===== src/rtl/halfword_flag_encoder.sv =====
// Encodes 2-bit flag requests into 32-bit words for the half-word "equals one" checker,
// with a single registered output stage, expected checker result and sequence tag.
module halfword_flag_encoder #(
    parameter logic [15:0] FILLER_INIT = 16'h0002,
    parameter logic [15:0] FILLER_STEP = 16'h0001
) (
    input  logic        clk,
    input  logic        rst_n,
    input  logic [1:0]  din_flags,
    input  logic        din_vld,
    output logic        din_rd,
    output logic [31:0] dout_data,
    output logic        dout_b,
    output logic [15:0] dout_seq,
    output logic        dout_vld,
    input  logic        dout_rd,
    output logic [15:0] words_sent
);

    localparam int unsigned HW = 16;
    localparam int unsigned DW = 32;
    localparam logic [HW-1:0] MATCH      = HW'(1);
    localparam logic [HW-1:0] FILLER_RST = (FILLER_INIT == MATCH) ? HW'(2) : FILLER_INIT;

    typedef enum logic {
        EMPTY = 1'b0,
        FULL  = 1'b1
    } state_e;

    state_e          state_q, state_d;
    logic [DW-1:0]   dout_data_q, dout_data_d;
    logic            dout_b_q, dout_b_d;
    logic [HW-1:0]   dout_seq_q, dout_seq_d;
    logic [HW-1:0]   words_sent_q, words_sent_d;
    logic [HW-1:0]   filler_q, filler_d;
    logic [HW-1:0]   seq_q, seq_d;
    logic [HW-1:0]   filler_inc;
    logic [HW-1:0]   filler_next;
    logic            accept;
    logic            out_hs;

    assign din_rd     = (state_q == EMPTY) | dout_rd;
    assign dout_vld   = (state_q == FULL);
    assign dout_data  = dout_data_q;
    assign dout_b     = dout_b_q;
    assign dout_seq   = dout_seq_q;
    assign words_sent = words_sent_q;

    // One extra step always escapes 16'h0001 because the step is non-zero.
    always_comb begin
        filler_inc  = filler_q + FILLER_STEP;
        filler_next = (filler_inc == MATCH) ? HW'(filler_inc + FILLER_STEP) : filler_inc;
    end

    always_comb begin
        state_d      = state_q;
        dout_data_d  = dout_data_q;
        dout_b_d     = dout_b_q;
        dout_seq_d   = dout_seq_q;
        words_sent_d = words_sent_q;
        filler_d     = filler_q;
        seq_d        = seq_q;

        accept = din_vld & din_rd;
        out_hs = (state_q == FULL) & dout_rd;

        if (out_hs) begin
            words_sent_d = words_sent_q + HW'(1);
            state_d      = EMPTY;
        end

        if (accept) begin
            dout_data_d[31:16] = din_flags[1] ? MATCH : filler_q;
            dout_data_d[15:0]  = din_flags[0] ? MATCH : filler_q;
            dout_b_d           = ~(din_flags[1] & din_flags[0]);
            dout_seq_d         = seq_q;
            seq_d              = seq_q + HW'(1);
            filler_d           = filler_next;
            state_d            = FULL;
        end
    end

    always_ff @(posedge clk or negedge rst_n) begin
        if (!rst_n) begin
            state_q      <= EMPTY;
            dout_data_q  <= '0;
            dout_b_q     <= 1'b0;
            dout_seq_q   <= '0;
            words_sent_q <= '0;
            filler_q     <= FILLER_RST;
            seq_q        <= '0;
        end else begin
            state_q      <= state_d;
            dout_data_q  <= dout_data_d;
            dout_b_q     <= dout_b_d;
            dout_seq_q   <= dout_seq_d;
            words_sent_q <= words_sent_d;
            filler_q     <= filler_d;
            seq_q        <= seq_d;
        end
    end

endmodule


===== config.mk =====
export PLATFORM = sky130hd
export DESIGN_NAME = halfword_flag_encoder
export DESIGN_NICKNAME = d
export VERILOG_FILES = /design/src/rtl/halfword_flag_encoder.sv
export SDC_FILE = /design/constraint.sdc
export NUM_CORES = 1
export LEC_CHECK = 0
export CAP_MARGIN = 20
export CORE_UTILIZATION = 53
export DETAILED_ROUTE_END_ITERATION = 12
export PLACE_DENSITY = 0.79
export SETUP_SLACK_MARGIN = 0.5
export SKIP_LAST_GASP = 1
export SLEW_MARGIN = 20
export SYNTH_ARGS = -nofsm -noshare
export SYNTH_HDL_FRONTEND = slang
export SYNTH_SLANG_ARGS = --single-unit

===== constraint.sdc =====
create_clock -name clk -period 2.3 [get_ports clk]
set_input_delay 0.575 -clock clk [delete_from_list [all_inputs] [get_ports clk]]
set_output_delay 0.575 -clock clk [all_outputs]
set_load 0.02 [all_outputs]

==> impl_metrics.yaml <==
yosys:
  avgSynthCellArea_sq_um: 9.96
  synthArstFlopShare: 1.00
  synth_fp_nets: 453
  yosysTopAreaCell: "dfrtp_1"
  synth_cell_type_count: 38
  syn-cell-area_sq_um: 4400
  yosys-top-cells-area: "dfrtp_1 55%, nand2_1 12%, xnor2_1 7.0%"
  syn_inst: 442
  ys_ff_latch: 98
  yosys_warnings: 0
  ys_seq_area_frac: 0.558
  synth-edff-count: 0
  synth_top_area_share: 0.552
  synth_flop_cell: "dfrtp_1"
sta:
  worst_pin_slew_ns: 0.586
  timing.setup.tns_ns: 0
  finalSetupViolCount: 0
  rsz0062_at_grt: "yes"
  drv_slew: 0
  period_share: 0.895
  max_freq_mhz: 486
  max_slew_margin: 0.608
  min_period_ns: 2.06
  final_hold_viol_count: 0
  finClkSkew_ns: 0.0127
worst_setup_path:
  critical_path_required_ns: 2.60
  path_delay_family: "compound AO/OA/AOI/OAI gates"
  r2r-start: "filler_q[1]$_DFFE_PN1P_"
  cp_max_fo: 5
  worstReg2RegEnd: "filler_q[1]$_DFFE_PN1P_"
  crit_start: "filler_q[1]$_DFFE_PN1P_"
  crit_cells: 7
  cpMaxStageDelayCell: "dfstp_2"
  worst-setup-path-type: "flip-flop to flip-flop"
  ff2ff_path_depth: 7
  regToRegSetupSlack_ns: 0.24
  endpoint_kind: "flip-flop"
  endpoint: "filler_q[1]$_DFFE_PN1P_"
  crit_arrival_ns: 2.36
  critPathLaunchType: "flip-flop"
  cp.buffers_inverters: 1
  slowest_delay_ns: 0.59
  crit_chain: "buf_6, and3_4, nand3_2, a2111o_1, a22oi_4, nand4_1, a31oi_1"
route:
  via_per_inst: 5.53
  antenna_left: 0
  routed_wl_um: 9900
  drtPass1Iterations: 4
  num_vias: 3538
  drc: 0
  routedWlPerCell_um: 15.5
  drtIter0Drc: 131
global_route:
  grt_pass1_vias: 3500
  use_met1: 0.319
  track_usage: 0.247
  grt.overflow.total: 0
  busiest_layer: "met2"
  antenna_found_initial: 0
  grt_max_degree: 52
  met2_usage: 0.414
  met3_usage: 0.0504
  grt_pass1_wl_um: 16600
finish:
  final_cell_area_sq_um: 5710
  num_antenna_cells: 0
  drive_gt1_frac: 0.160
  area_growth_pct: 29.8
  fin_nets: 544
die:
  ios: 73
  die_h_um: 93.1
  initial_core_util: 0.558
  die_area_sq_um: 8670
  core_area_sq_um: 7890
  fp-row-count: 32
  fp.dieW_um: 93.1
cts:
  cts_buffer_depth: 2
  cts.sinks: 98
  clock_latency_ns: 0.38
  cts_tree: "done"
  root_buffer: "clkbuf_8"
  ctsHoldBuffers: 0
  numCtsBuffers: 9
  cts_htree_levels: 3
  clkTransAtPathRegs_ns: 0.10
pwr:
  p_sw_frac: 0.360
  intPower_uw: 3430
  netSwitchingPower_uw: 1930
  p_per_area_nw_per_um2: 938
  irDropWorstVdd_mv: 0.550
  power_leakage_uw: 0.00292
  clockPowerShare: 0.242
  combPwrFrac: 0.327
  power_frac_seq: 0.432
placement:
  port_buffers: 72
  globalplace.congestion: 0.847
  place_hpwl_um: 6440
  dpl_cell_area_sq_um: 5340
job:
  max_cap_violations: 0
hold_path:
  hold_path.class: "primary input to async pin"
outcome:
  status: "finished, final reports clean"
-- power by group through the flow --
stage / Combinational, uW / Sequential, uW / Clock (uW)
after floorplan: 763 / 2480 / 0
after global placement: 1440 / 2360 / 0
after detailed placement: 1480 / 2380 / 0
after CTS: 1570 / 2310 / 1300
after global routing: 1900 / 2360 / 1380
final: 1750 / 2310 / 1300
-- how the worst min path moves through the flow --
stage / endpoint / slack (ns)
floorplan: dout_b$_DFFE_PN0P_ / 0.28
global placement: dout_data[13]$_DFFE_PN0P_ / 0.45
detailed placement: dout_data[23]$_DFFE_PN0P_ / 0.45
CTS: words_sent[9]$_DFFE_PN0P_ / 0.14
global route: words_sent[7]$_DFFE_PN0P_ / 0.15
finish: words_sent[9]$_DFFE_PN0P_ / 0.12
-- sequential cells by signal, indices dropped and copies added (netlist names) --
register    cells
dout_data      32
dout_seq       16
filler_q       16
seq_q          16
words_sent     16
dout_b          1
dout_vld        1
-- cell families after synthesis --
family	after synthesis	synth area share
adders and majority gates	5	0.0142
buffers and inverters	27	0.0262
and+or+nand+nor	243	0.266
muxes	1	0.00256
DFF	98	0.558
AOI/OAI and AO/OA	22	0.0421
xor gates and xnor gates	46	0.0916
-- synthesized netlist by cell type, types with 4 or more instances --
| cell type | instances |
|---|---|
| nor2_1 | 16 |
| xnor2_1 | 35 |
| xor2_1 | 11 |
| buf_2 | 5 |
| nand2_1 | 135 |
| buf_1 | 4 |
| ha_1 | 5 |
| nor3_1 | 5 |
| and3_1 | 6 |
| o21ai_0 | 4 |
| nand4_1 | 13 |
| nand3_1 | 24 |
| dfrtp_1 | 97 |
| clkbuf_1 | 14 |
| nand3b_1 | 28 |
| or3_1 | 4 |
-- layout by cell type (no fill, tap or decap), drive strengths merged, types with 3 or more instances in the layout --
master       instances
a21oi                3
and3                 7
nor2                16
nand4               14
o31ai                3
nand2              135
inv                  5
nand3               24
xnor2               35
a31oi                3
ha                   5
nor3                 5
nand3b              28
xor2                11
dfrtp               97
buf                 34
or3                  4
clkbuf              10
dlygate4sd2         64
nor4                 4
o21ai                4
-- metal layers --
layer	share of wire	wire length (um)	vias up
met5	0	0	-
met4	0.016	163	0
met3	0.049	487	17
met2	0.51	5010	115
met1	0.43	4240	1750
li1	-	-	1656
-- stage by stage --
stage / setup WS, ns / utilization / total power [uW] / cells / hold WS (ns)
floorplan: 0.424 / - / 3250 / 442 / 0.279
global placement: -0.0451 / 0.677 / 3810 / 611 / 0.451
detailed placement: -0.0771 / 0.677 / 3860 / 611 / 0.454
CTS: 0.258 / 0.710 / 5180 / 635 / 0.144
global route: 0.139 / 0.724 / 5640 / 640 / 0.150
finish: 0.241 / 0.724 / 5360 / 640 / 0.121
-- cell type report --
type,instances,area (sq um)
Sequential cell,98,2460
Fill cell,580,2180
Multi-Input combinational cell,317,1960
Timing Repair Buffer,104,912
Clock buffer,10,138
Tap cell,102,128
Clock inverter,6,96.3
Inverter,3,11.3
-- timing repair --
| action | CTS | global route |
|---|---|---|
| setup buffers | 8 | 5 |
| pin swaps | 7 | 9 |
| resized for setup | 84 | 25 |
| gates cloned | 0 | 0 |
| setup endpoints to repair | 131 | 32 |
Power figures use the tool's default switching activity.
